$ cat config.mk
export PLATFORM = sky130hd
export DESIGN_NAME = sprite_animator
export DESIGN_NICKNAME = d
export VERILOG_FILES = /design/src/rtl/anim_pkg.sv /design/src/rtl/anim_sequencer.sv /design/src/rtl/sprite_animator.sv
export SDC_FILE = /design/constraint.sdc
export NUM_CORES = 1
export LEC_CHECK = 0
export CORE_MARGIN = 3
export CORE_UTILIZATION = 55
export CTS_CLUSTER_DIAMETER = 50
export DETAILED_ROUTE_END_ITERATION = 7
export GPL_TIMING_DRIVEN = 0
export PLACE_DENSITY = 0.84
export SLEW_MARGIN = 40
export SYNTH_ARGS = -nofsm -noshare
export SYNTH_HDL_FRONTEND = slang
export SYNTH_SLANG_ARGS = --single-unit
$ cat constraint.sdc
create_clock -name clk -period 3.1 [get_ports clk]
set_clock_uncertainty 0.1 [all_clocks]
set_input_delay 0.31 -clock clk [delete_from_list [all_inputs] [get_ports clk]]
set_output_delay 0.31 -clock clk [all_outputs]
set_load 0.02 [all_outputs]
$ cat src/rtl/anim_pkg.sv
// Shared constants and enums for the sprite animation path.
// Screen geometry matches the 640x480 hvsync_generator timing.
package anim_pkg;
   localparam int H_ACTIVE = 640;
   localparam int V_ACTIVE = 480;

   typedef enum logic {LOOP = 1'b0, PINGPONG = 1'b1} anim_mode_t;
   typedef enum logic {RIGHT = 1'b0, LEFT = 1'b1} dir_t;
   typedef enum logic {SEQ_UP = 1'b0, SEQ_DOWN = 1'b1} seq_dir_t;
endpackage

$ cat src/rtl/anim_sequencer.sv
// Hold counter and frame-index sequencer (LOOP / PINGPONG), advanced once per
// frame strobe. All inputs are already frozen for the current video frame.
module anim_sequencer
   import anim_pkg::*;
#(
   parameter int NUM_FRAMES = 4
) (
   input  logic       clk,
   input  logic       rst_n,
   input  logic       fs,
   input  logic       pause,
   input  logic [5:0] hold,
   input  logic       mode,
   output logic [3:0] frame_sel
);
   localparam logic [3:0] LAST = 4'(NUM_FRAMES - 1);

   logic [5:0] hold_cnt_q, hold_cnt_d;
   logic [3:0] frame_q, frame_d;
   seq_dir_t   seq_dir_q, seq_dir_d;
   logic [5:0] hold_lim;
   logic       advance;
   anim_mode_t mode_e;

   assign mode_e    = anim_mode_t'(mode);
   assign frame_sel = frame_q;

   always_comb begin
      hold_cnt_d = hold_cnt_q;
      frame_d    = frame_q;
      seq_dir_d  = seq_dir_q;
      advance    = 1'b0;
      // hold of 0 behaves like 1: advance on every strobe
      hold_lim   = (hold == 6'd0) ? 6'd0 : hold - 6'd1;

      if (fs) begin
         if (mode_e == LOOP) seq_dir_d = SEQ_UP;
         if (!pause) begin
            if (hold_cnt_q >= hold_lim) begin
               hold_cnt_d = 6'd0;
               advance    = 1'b1;
            end else begin
               hold_cnt_d = hold_cnt_q + 6'd1;
            end
         end
      end

      if (advance) begin
         if (mode_e == LOOP) begin
            frame_d = (frame_q >= LAST) ? 4'd0 : frame_q + 4'd1;
         end else if (LAST == 4'd0) begin
            frame_d = 4'd0;
         end else if (seq_dir_q == SEQ_UP) begin
            // endpoints turn around immediately so they show for one hold period
            if (frame_q >= LAST) begin
               frame_d   = frame_q - 4'd1;
               seq_dir_d = SEQ_DOWN;
            end else begin
               frame_d = frame_q + 4'd1;
            end
         end else begin
            if (frame_q == 4'd0) begin
               frame_d   = 4'd1;
               seq_dir_d = SEQ_UP;
            end else begin
               frame_d = frame_q - 4'd1;
            end
         end
      end
   end

   always_ff @(posedge clk or negedge rst_n) begin
      if (!rst_n) begin
         hold_cnt_q <= 6'd0;
         frame_q    <= 4'd0;
         seq_dir_q  <= SEQ_UP;
      end else begin
         hold_cnt_q <= hold_cnt_d;
         frame_q    <= frame_d;
         seq_dir_q  <= seq_dir_d;
      end
   end
endmodule

$ cat src/rtl/sprite_animator.sv
// Sprite animation controller: frame strobe, control capture, bouncing motion,
// and a one-cycle registered hit test / sprite-ROM coordinate pipeline.
module sprite_animator
   import anim_pkg::*;
#(
   parameter int NUM_FRAMES = 4,
   parameter int SPRITE_W   = 25,
   parameter int SPRITE_H   = 25,
   parameter int SCALE_LOG2 = 3,
   parameter int POS_Y      = 0,
   parameter int X_INIT     = 256
) (
   input  logic       clk,
   input  logic       rst_n,
   input  logic [9:0] pix_x,
   input  logic [9:0] pix_y,
   input  logic       video_active,
   input  logic [5:0] hold,
   input  logic       mode,
   input  logic       pause,
   input  logic       move_en,
   input  logic [2:0] step,
   output logic [3:0] frame_sel,
   output logic [4:0] rom_x,
   output logic [4:0] rom_y,
   output logic       sprite_hit,
   output logic       mirror
);
   localparam int          BOX_W    = SPRITE_W << SCALE_LOG2;
   localparam int          BOX_H    = SPRITE_H << SCALE_LOG2;
   localparam logic [10:0] BOX_W_V  = 11'(BOX_W);
   localparam logic [10:0] BOX_H_V  = 11'(BOX_H);
   localparam logic [10:0] X_MAX_V  = 11'(H_ACTIVE - BOX_W);
   localparam logic [10:0] POS_Y_V  = 11'(POS_Y);
   localparam logic [4:0]  ROM_LAST = 5'(SPRITE_W - 1);

   logic       corner, corner_q, corner_d;
   logic       fs_q, fs_d;
   logic [5:0] hold_q, hold_d;
   logic       mode_q, mode_d, pause_q, pause_d, move_en_q, move_en_d;
   logic [2:0] step_q, step_d;
   logic [9:0] pos_x_q, pos_x_d;
   dir_t       dir_q, dir_d;
   logic       hit_q, hit_d;
   logic [4:0] rom_x_q, rom_x_d, rom_y_q, rom_y_d;
   logic [10:0] nxt, dx, dy;
   logic [4:0]  col, row;

   always_comb begin
      corner   = (pix_x == 10'd0) && (pix_y == 10'd0);
      corner_d = corner;
      fs_d     = corner && !corner_q;

      // controls are frozen on the corner pixel and used by the strobe that follows
      hold_d    = fs_d ? hold    : hold_q;
      mode_d    = fs_d ? mode    : mode_q;
      pause_d   = fs_d ? pause   : pause_q;
      move_en_d = fs_d ? move_en : move_en_q;
      step_d    = fs_d ? step    : step_q;

      pos_x_d = pos_x_q;
      dir_d   = dir_q;
      nxt     = 11'd0;
      if (fs_q && move_en_q && !pause_q) begin
         if (dir_q == RIGHT) begin
            nxt = {1'b0, pos_x_q} + {8'b0, step_q};
            if (nxt > X_MAX_V) begin
               pos_x_d = X_MAX_V[9:0];
               dir_d   = LEFT;
            end else begin
               pos_x_d = nxt[9:0];
            end
         end else begin
            nxt = {1'b0, pos_x_q} - {8'b0, step_q};
            if (nxt[10]) begin
               pos_x_d = 10'd0;
               dir_d   = RIGHT;
            end else begin
               pos_x_d = nxt[9:0];
            end
         end
      end

      dx    = {1'b0, pix_x} - {1'b0, pos_x_q};
      dy    = {1'b0, pix_y} - POS_Y_V;
      col   = 5'(dx >> SCALE_LOG2);
      row   = 5'(dy >> SCALE_LOG2);
      hit_d = video_active && !dx[10] && (dx < BOX_W_V) && !dy[10] && (dy < BOX_H_V);
      rom_x_d = 5'd0;
      rom_y_d = 5'd0;
      if (hit_d) begin
         rom_x_d = (dir_q == LEFT) ? ROM_LAST - col : col;
         rom_y_d = row;
      end
   end

   always_ff @(posedge clk or negedge rst_n) begin
      if (!rst_n) begin
         corner_q  <= 1'b0;
         fs_q      <= 1'b0;
         hold_q    <= 6'd0;
         mode_q    <= 1'b0;
         pause_q   <= 1'b0;
         move_en_q <= 1'b0;
         step_q    <= 3'd0;
         pos_x_q   <= 10'(X_INIT);
         dir_q     <= RIGHT;
         hit_q     <= 1'b0;
         rom_x_q   <= 5'd0;
         rom_y_q   <= 5'd0;
      end else begin
         corner_q  <= corner_d;
         fs_q      <= fs_d;
         hold_q    <= hold_d;
         mode_q    <= mode_d;
         pause_q   <= pause_d;
         move_en_q <= move_en_d;
         step_q    <= step_d;
         pos_x_q   <= pos_x_d;
         dir_q     <= dir_d;
         hit_q     <= hit_d;
         rom_x_q   <= rom_x_d;
         rom_y_q   <= rom_y_d;
      end
   end

   anim_sequencer #(.NUM_FRAMES(NUM_FRAMES)) u_seq (
      .clk       (clk),
      .rst_n     (rst_n),
      .fs        (fs_q),
      .pause     (pause_q),
      .hold      (hold_q),
      .mode      (mode_q),
      .frame_sel (frame_sel)
   );

   assign sprite_hit = hit_q;
   assign rom_x      = rom_x_q;
   assign rom_y      = rom_y_q;
   assign mirror     = (dir_q == LEFT);
endmodule

==> results.sh, run 1 <==
export IMPL_cts_clk_slew_worst_paths_ps=90
export IMPL_rr_startpoint="pos_x_q[2]$_DFFE_PN0P_"
export IMPL_io_pins=51
export IMPL_die_area_um2=7270
export IMPL_layout_area_overhead_vs_synth_pct=22.8
export IMPL_initial_core_util_pct=57.6
export IMPL_cts_buffer_depth=2
export IMPL_cp_end_kind="flop"
export IMPL_yosysWarnings=0
export IMPL_final_area_um2=4240
export IMPL_cts_tree="yes"
export IMPL_cts_max_level=2
export IMPL_die_w_um=85.2
export IMPL_critPathKind="input port to flop"
export IMPL_seq_area_frac_synth_pct=34.1
export IMPL_netlist_area_um2=3450
export IMPL_fin_tns_setup_ps=0
export IMPL_wl_per_cell_um=16.9
export IMPL_hpwlAfterDp_um=6760
export IMPL_status="finished, final reports clean"
export IMPL_hold_path_class="input port to asynchronous set/reset pin"
export IMPL_rows=28
export IMPL_worst_slack_ps=63.2
export IMPL_netlist_top_cells_area="dfrtp_1 33%, ha_1 10%, o21ai_0 4.6%"
export IMPL_clk_latency_ps=300
export IMPL_cts_sinks=47
export IMPL_syn_nets=454
export IMPL_async_reset_ff_share_pct=100
export IMPL_cts_buffers=5
export IMPL_crit_path_start_kind="input port"
export IMPL_diodes=0
export IMPL_dr_total_vias=3198
export IMPL_peakVddDrop_mv=0.179
export IMPL_first_iter_violations=191
export IMPL_fin_cells=525
export IMPL_synth_top_area_share_pct=33.3
export IMPL_fmax_mhz=329
export IMPL_synth_edf_count=0
export IMPL_worstSetupStartpoint="pix_x[2]"
export IMPL_place_congestion=0.934
export IMPL_port_buffers=50
export IMPL_synth_cell_types=64
export IMPL_finalCritPeriodShare_pct=98.0
export IMPL_p_per_area_nw_per_um2=272
export IMPL_synth_cells=389
export IMPL_drtAntennaViolNets=0
export IMPL_grt_pass1_wl_um=14300
export IMPL_grt_pass1_vias=3072
export IMPL_cp_required_ps=3200
export IMPL_maxCapViolations=0
export IMPL_place_area_um2=4070
export IMPL_drc=0
export IMPL_drive_above_1_share_pct=10.2
export IMPL_coreArea_um2=5990
export IMPL_antenna_found_initial=0
export IMPL_slew_headroom_pct=46.1
export IMPL_drv_slew=0
export IMPL_post_route_min_period_ps=3040
export IMPL_whs_ps=314
export IMPL_vias_per_cell=6.09
export IMPL_wl_um=8860
export IMPL_drt_first_pass_iters=7
export IMPL_pre_cts_ws_ps=-169
export IMPL_finalHoldViolations=0
export IMPL_grt_usage_pct=24.2
export IMPL_total_leakage_power_uw=0.00186
export IMPL_cts_setup_buffers=0
export IMPL_setup_violations=0
export IMPL_overflow=0
export IMPL_dp_cells=515
export IMPL_ys_ff_latch=47
export IMPL_synth_ff_type="dfrtp_1"
export IMPL_synth_avg_cell_area_um2=8.88
export IMPL_crit_fanout=5
export IMPL_cp_arrival_ps=3130
export IMPL_grt_max_degree=30
export IMPL_nets=514
export IMPL_yosysTopAreaCell="dfrtp_1"
export IMPL_tightestPinTransition_ps=802
export IMPL_root_buffer="clkbuf_8"
export IMPL_die_y_um=85.2
## logic make-up after synthesis
kind of cell               share of synthesized area (%)
and+or+nand+nor                                     22.1
AOI/OAI and AO/OA                                   20.2
DFF                                                 34.1
buffers and inverters                               4.42
adders and majority gates                           11.3
xor gates and xnor gates                            4.31
muxes                                               3.51
## timing repair
| action | 4_1_cts | 5_1_grt |
|---|---|---|
| endpoints found under the hold margin | 18 | 0 |
| endpoints found under the setup margin | 10 | 18 |
| gates resized for setup | 3 | 17 |
| hold buffers | 1 | 0 |
| pin swaps | 0 | 0 |
| cloned | 0 | 1 |
## final timing paths
check / endpoint / slack (ps) / cells after the start
setup / recovery: rom_x[4]$_DFF_PN0_ / 60 / 12
hold / removal: hold_q[5]$_DFFE_PN0P_ / 310 / 2
setup reg to reg: rom_x[4]$_DFF_PN0_ / 70 / 12
hold reg to reg: pause_q$_DFFE_PN0P_ / 440 / 1
max in group asynchronous: pos_x_q[8]$_DFFE_PN1P_ / 2070 / 3
min in group clk: pause_q$_DFFE_PN0P_ / 440 / 1
## cell usage after synthesis (10+ instances only)
| library cell | instances |
|---|---|
| clkbuf_1 | 10 |
| nor2_1 | 25 |
| xor2_1 | 10 |
| dfrtp_1 | 46 |
| and2_1 | 11 |
| ha_1 | 28 |
| a21oi_1 | 20 |
| nand2_1 | 30 |
| inv_1 | 21 |
| o21ai_0 | 32 |
| nor3_1 | 18 |
## per-stage QoR
stage / util (%) / power (uW)
detailed placement: 67.9 / 759
global route: 70.8 / 1200
finish: 70.8 / 1150
CTS: 69.7 / 1150
global placement: 67.6 / 751
floorplan: - / 681
## critical path, stage by stage
cell             delay, ps
clkdlybuf4s50_1        420
ha_1                   320
a21oi_1                240
o21ai_2                150
a21o_1                 240
xor2_1                 180
inv_1                  110
ha_1                   170
or4b_1                 480
a21oi_1                240
xor2_1                 100
and2_1                 160
## layout by cell type, fill, tap and decap left out, types with 6 or more instances in the layout
cell type	instances
and2_1	11
xor2_1	10
o21ai_0	31
nor2b_1	8
ha_1	28
nand4_1	8
clkbuf_1	9
dfrtp_1	44
nor3_1	17
a21oi_1	20
clkbuf_8	6
clkdlybuf4s50_1	49
mux2_2	8
a21o_1	9
xnor2_1	7
nand3_1	9
inv_1	20
nand2_1	30
nor2_1	25
## routing by layer
layer  share of wire [%]  GRT usage [%]
met1                  41           30.4
met2                  53           43.7
met3                 5.8           3.50
met4                0.80           5.18
met5                   0              0
## report_power, final
group          switching (uW)  total, uW  internal (uW)
combinational            68.4        140           71.9
clock                     217        399            182
sequential              0.371        614            614
## final cells by class
type	count	area (um^2)
Tap cell	75	93.8
Sequential cell	47	1180
Clock inverter	2	16.3
Timing Repair Buffer	53	533
Fill cell	444	1750
Buffer	16	80.1
Multi-Input combinational cell	305	2170
Inverter	21	81.3
Clock buffer	6	82.6
## registers in the layout, summed over array words and instances (netlist names)
register	count
hold_q	6
sprite_hit	1
fs_q	1
u_seq.hold_cnt_q	6
pause_q	1
step_q	3
u_seq.seq_dir_q	1
pos_x_q	10
corner_q	1
rom_y	5
mode_q	1
u_seq.frame_sel	4
rom_x	5
move_en_q	1
mirror	1
No activity file was read; power rests on OpenSTA's default activity.
==> inputs of run 2 (changes only) <==
- PLACE_DENSITY: 0.84 -> 0.88
==> run 2 against run 1 <==
  * Critical path depth shrank 1
  * Hold slack lost 33 ps
  * Cell count shrank 0.19%
  * Via count grew 1.1%
  * Critical path type is now flop to flop
==> results.sh, run 2 (synthesis gave the netlist of run 1 again) <==
export IMPL_rr_startpoint="pos_x_q[5]$_DFFE_PN0P_"
export IMPL_io_pins=51
export IMPL_crit_fanout=10
export IMPL_finalCritPeriodShare_pct=96.7
export IMPL_slew_headroom_pct=44.5
export IMPL_overflow=0
export IMPL_cp_required_ps=3250
export IMPL_cts_buffer_depth=2
export IMPL_die_y_um=85.2
export IMPL_final_util_pct=71.4
export IMPL_r2r_setup_slack_ps=100
export IMPL_drtAntennaViolNets=0
export IMPL_cts_clk_slew_worst_paths_ps=110
export IMPL_post_route_min_period_ps=3000
export IMPL_r2r_end="rom_y[1]$_DFF_PN0_"
export IMPL_first_iter_violations=196
export IMPL_drc=0
export IMPL_die_w_um=85.2
export IMPL_largestRegisters="pos_x_q: 10 flops, hold_q: 6 flops, u_seq.hold_cnt_q: 6 flops"
export IMPL_wl_um=9100
export IMPL_drive_above_1_share_pct=10.9
export IMPL_diodes=0
export IMPL_port_buffers=50
export IMPL_cts_buffers=5
export IMPL_setup_violations=0
export IMPL_largest_reg_flops=10
export IMPL_hold_path_class="input port to asynchronous set/reset pin"
export IMPL_cts_tree="yes"
export IMPL_peakVddDrop_mv=0.227
export IMPL_die_area_um2=7270
export IMPL_layout_commonest_cell="clkdlybuf4s50_1"
export IMPL_cts_max_level=2
export IMPL_hpwlAfterDp_um=6580
export IMPL_cp_arrival_ps=3150
export IMPL_tightestPinTransition_ps=826
export IMPL_fmax_mhz=334
export IMPL_rows=28
export IMPL_initial_core_util_pct=57.6
export IMPL_antenna_found_initial=0
export IMPL_r2r_cells=11
export IMPL_wl_per_cell_um=17.4
export IMPL_total_leakage_power_uw=0.00187
export IMPL_coreArea_um2=5990
export IMPL_final_fill_count=421
export IMPL_slowest_delay_ps=390
export IMPL_drt_first_pass_iters=5
export IMPL_cp_end_kind="flop"
export IMPL_largest_register="pos_x_q"
export IMPL_grt_max_degree=33
export IMPL_grt_usage_pct=25.0
export IMPL_clk_latency_ps=320
export IMPL_cpMaxStageDelayCell="dfrtp_1"
export IMPL_grt_pass1_vias=3113
export IMPL_path_cells="buf_4, inv_4, ha_2, a21o_1, a21o_1, a21o_1, a221oi_2, mux2_4, a311oi_4, buf_4, and2_1"
export IMPL_crit_family="compound AO/OA/AOI/OAI gates"
export IMPL_drv_slew=0
export IMPL_maxCapViolations=0
export IMPL_mostFrequentLayoutCells="49 x clkdlybuf4s50_1, 45 x dfrtp_1, 30 x nand2_1, 30 x o21ai_0, 26 x ha_1"
export IMPL_root_buffer="clkbuf_8"
export IMPL_critPathKind="flop to flop"
export IMPL_crit_path_start_kind="flop"
export IMPL_dp_cells=515
export IMPL_fin_cells=524
export IMPL_grt_pass1_wl_um=14800
export IMPL_finalHoldViolations=0
export IMPL_p_per_area_nw_per_um2=290
export IMPL_nets=513
export IMPL_place_congestion=0.939
export IMPL_layout_area_overhead_vs_synth_pct=23.9
export IMPL_cts_sinks=47
export IMPL_status="finished, final reports clean"
export IMPL_dr_total_vias=3232
export IMPL_cpMostUsedCell="a21o_1"
export IMPL_vias_per_cell=6.17
export IMPL_critPathBufInv=3
## run 2: cell types whose count changed in the layout (fill, tap and decap cells not counted), sizes merged
cell,delta
bufinv,+1
inv,+1
clkinvlp,-1
clkbuf,-2
## run 2: cell type report
type | count | area (um^2) | share of cell area (%)
inverters | 21 | 81.3 | 1.90
plain buffers | 14 | 77.6 | 1.81
well taps | 75 | 93.8 | 2.19
repair buffers | 54 | 543 | 12.7
clock buffers | 5 | 68.8 | 1.61
multi-input cells | 305 | 2190 | 51.1
clock inverters | 3 | 47.5 | 1.11
flip-flops and latches | 47 | 1180 | 27.6
## run 2: how the worst max path moves through the flow
stage	from	end	depth (start not counted)
after detailed placement	pix_x[5]	rom_x[0]$_DFF_PN0_	11
after floorplan	pos_x_q[5]$_DFFE_PN0P_	rom_x[0]$_DFF_PN0_	12
final	pos_x_q[5]$_DFFE_PN0P_	rom_y[1]$_DFF_PN0_	11
after global routing	pos_x_q[2]$_DFFE_PN0P_	rom_x[4]$_DFF_PN0_	12
after CTS	pos_x_q[5]$_DFFE_PN0P_	rom_x[0]$_DFF_PN0_	12
after global placement	pix_x[5]	rom_x[0]$_DFF_PN0_	11
## run 2: power by group
| group | leakage [uW] | internal, uW | switching (uW) | total, uW |
|---|---|---|---|---|
| Clock | 0.0000587 | 245 | 239 | 484 |
| Sequential | 0.000630 | 614 | 0.402 | 614 |
| Combinational | 0.00118 | 73.7 | 69.4 | 143 |
## run 2: per-stage QoR
step | instance area [um^2] | setup TNS [ps] | power (uW) | setup slack, ps | hold WS (ps)
floorplan | 3450 | 0 | 681 | 267 | -85.6
global placement | 4050 | -836 | 751 | -100 | 412
detailed placement | 4070 | -1240 | 759 | -154 | 87.3
CTS | 4200 | 0 | 1230 | 33.0 | 288
global route | 4280 | -5.06 | 1280 | -5.06 | 290
finish | 4280 | 0 | 1240 | 102 | 281
## run 2: repair_timing
action / in CTS / in global routing
buffers inserted: 0 / 1
pin swaps: 0 / 2
cloned: 0 / 1
gates resized for setup: 3 / 24
setup endpoints to repair: 10 / 23
hold buffers: 1 / 0
hold endpoints to repair: 15 / 0
## run 2: worst reg2reg max path, cell delays in order (launching register included)
cell      delay, ps
dfrtp_1         390
buf_4           180
inv_4            90
ha_2            330
a21o_1          210
a21o_1          190
a21o_1          190
a221oi_2        260
mux2_4          340
a311oi_4        340
buf_4           200
and2_1          130
## run 2: routing by layer
layer,wire (um),vias up,part of all wire (%),global-route usage [%]
met5,0,-,0,0
met4,197,0,2.2,7.63
met3,529,21,5.8,3.79
met2,4560,125,50,42.9
met1,3810,1549,42,32.6
li1,-,1537,-,-
==> inputs of run 3 (changes only) <==
- CORE_UTILIZATION: 55 -> 42
- DONT_BUFFER_PORTS: unset -> 1
- PLACE_DENSITY: 0.88 -> 0.63
==> run 3 against run 2 <==
  * Clock power fell by 4.3%
  * Hold slack got worse by 250 ps
  * Setup slack improved by 21 ps
  * Count of clock-buffer cells in the layout rose by 1
  * Global-route usage fell by 6.6 points
  * Critical endpoint is now mirror$_DFFE_PN0P_
  * Non-clock buffer count fell by 49
  * Cell area fell by 10%
  * Register-to-register slack improved by 20 ps
  * Power fell by 5.6%
  * Flip-flop and latch count did not move
  * Combinational power fell by 36%
==> results.sh, run 3 (synthesis gave the netlist of run 1 again) <==
export IMPL_post_route_min_period_ps=2980
export IMPL_largest_register="pos_x_q"
export IMPL_slowest_delay_ps=440
export IMPL_place_area_um2=3580
export IMPL_overflow=0
export IMPL_cts_sinks=47
export IMPL_port_buffers=0
export IMPL_layout_area_overhead_vs_synth_pct=11.5
export IMPL_hold_path_class="input port to flop"
export IMPL_r2r_setup_slack_ps=120
export IMPL_wl_per_cell_um=17.4
export IMPL_grt_pass1_vias=2978
export IMPL_path_cells="ha_1, fa_1, nor2b_1, o21ai_0, o32ai_2, o211ai_1, o2bb2ai_1, nor3_1, or2_2"
export IMPL_r2r_cells=9
export IMPL_cts_buffers=5
export IMPL_antenna_found_initial=0
export IMPL_crit_family="compound AO/OA/AOI/OAI gates"
export IMPL_die_w_um=96.7
export IMPL_crit_fanout=4
export IMPL_final_fill_count=763
export IMPL_place_congestion=0.862
export IMPL_tightestPinTransition_ps=757
export IMPL_maxCapViolations=0
export IMPL_critPathBufInv=0
export IMPL_largest_reg_flops=10
export IMPL_cts_buffer_depth=2
export IMPL_worst_slack_ps=123
export IMPL_whs_path_depth=1
export IMPL_p_per_area_nw_per_um2=304
export IMPL_drive_above_1_share_pct=12.3
export IMPL_mostFrequentLayoutCells="45 x dfrtp_1, 31 x o21ai_0, 30 x nand2_1"
export IMPL_drv_slew=0
export IMPL_peakVddDrop_mv=0.166
export IMPL_cp_arrival_ps=3050
export IMPL_clk_latency_ps=290
export IMPL_slew_headroom_pct=49.2
export IMPL_largestRegisters="pos_x_q: 10 flops, hold_q: 6 flops, u_seq.hold_cnt_q: 6 flops"
export IMPL_cts_tree="yes"
export IMPL_pre_cts_ws_ps=-122
export IMPL_total_leakage_power_uw=0.00170
export IMPL_grt_pass1_wl_um=14400
export IMPL_final_area_um2=3850
export IMPL_drt_first_pass_iters=5
export IMPL_cp_depth=9
export IMPL_hpwlAfterDp_um=6520
export IMPL_diodes=0
export IMPL_first_iter_violations=166
export IMPL_grt_max_degree=48
export IMPL_fmax_mhz=336
export IMPL_finalHoldViolations=0
export IMPL_cp_end_kind="flop"
export IMPL_grt_usage_pct=18.4
export IMPL_vias_per_cell=5.89
export IMPL_cp_required_ps=3180
export IMPL_drtAntennaViolNets=0
export IMPL_die_area_um2=9350
export IMPL_crit_path_start_kind="flop"
export IMPL_initial_core_util_pct=44.0
export IMPL_rows=32
export IMPL_cts_max_level=2
export IMPL_root_buffer="clkbuf_8"
export IMPL_drc=0
export IMPL_finalCritPeriodShare_pct=96.0
export IMPL_dr_total_vias=2955
export IMPL_io_pins=51
export IMPL_nets=464
export IMPL_critPathKind="flop to flop"
export IMPL_layout_commonest_cell="dfrtp_1"
export IMPL_setup_violations=0
export IMPL_die_y_um=96.7
export IMPL_wl_um=8760
export IMPL_cpMaxStageDelayCell="dfrtp_1"
export IMPL_cts_clk_slew_worst_paths_ps=90
export IMPL_status="finished, final reports clean"
export IMPL_coreArea_um2=7850
[run 3: cell types whose count changed in the layout (fill, tap and decap cells not counted), sizes merged]
cell           before  now
inv                22   20
clkinvlp            0    1
clkdlybuf4s50      49    0
clkbuf             14   15
[run 3: worst reg2reg max path, stage by stage, from the launching register on]
cell and delay, ps:
dfrtp_1 440, ha_1 260, fa_1 430, nor2b_1 190, o21ai_0 290, o32ai_2 160, o211ai_1 280, o2bb2ai_1 260
nor3_1 140, or2_2 310
[run 3: path summary, 6_finish.rpt]
path,endpoint,startpoint
min,rom_y[2]$_DFF_PN0_,pix_y[5]
min in group asynchronous,u_seq.frame_sel[2]$_DFFE_PN0P_,rst_n
min reg2reg,move_en_q$_DFFE_PN0P_,move_en_q$_DFFE_PN0P_
max in group asynchronous,pos_x_q[8]$_DFFE_PN1P_,rst_n
max reg2reg,mirror$_DFFE_PN0P_,pos_x_q[0]$_DFFE_PN0P_
max,mirror$_DFFE_PN0P_,pos_x_q[0]$_DFFE_PN0P_
[run 3: cell type report]
type	instances	area (um^2)	area share, %
Multi-Input combinational cell	305	2200	57.0
Sequential cell	47	1180	30.6
Tap cell	102	128	3.31
Buffer	14	85.1	2.21
Inverter	21	85.1	2.21
Clock buffer	6	82.6	2.14
Timing Repair Buffer	5	60.1	1.56
Clock inverter	2	35.0	0.910
[run 3: metrics by stage]
step           util, %  instances  TNS [ps]  power (uW)  hold slack (ps)
2_1_floorplan        -        389         0         681            -85.6
3_3_place_gp      45.6        491      -936         693            -83.9
3_5_place_dp      45.6        491      -908         693            -84.1
4_1_cts           47.8        501         0        1180             23.3
5_1_grt           49.1        502     -1.63        1220             20.0
6_report          49.1        502         0        1170             34.6
[run 3: metal layers]
metal	part of all wire (%)	vias to the layer above	track usage, %
li1	-	1446	-
met1	45	1418	24.6
met2	48	81	30.5
met3	5.4	10	3.89
met4	1.3	0	4.64
met5	0	-	0
[run 3: what timing repair did]
item	CTS	global route
setup endpoints to repair	13	23
pin swaps	0	2
gates cloned	0	1
setup buffers	0	2
hold buffers	2	0
gates resized for setup	5	26
endpoints found under the hold margin	47	0
[run 3: where the power goes]
group          internal (uW)  switching, uW  leakage (uW)
Combinational           36.2           55.8       0.00101
Clock                    261            202     0.0000612
Sequential               614           2.59      0.000630
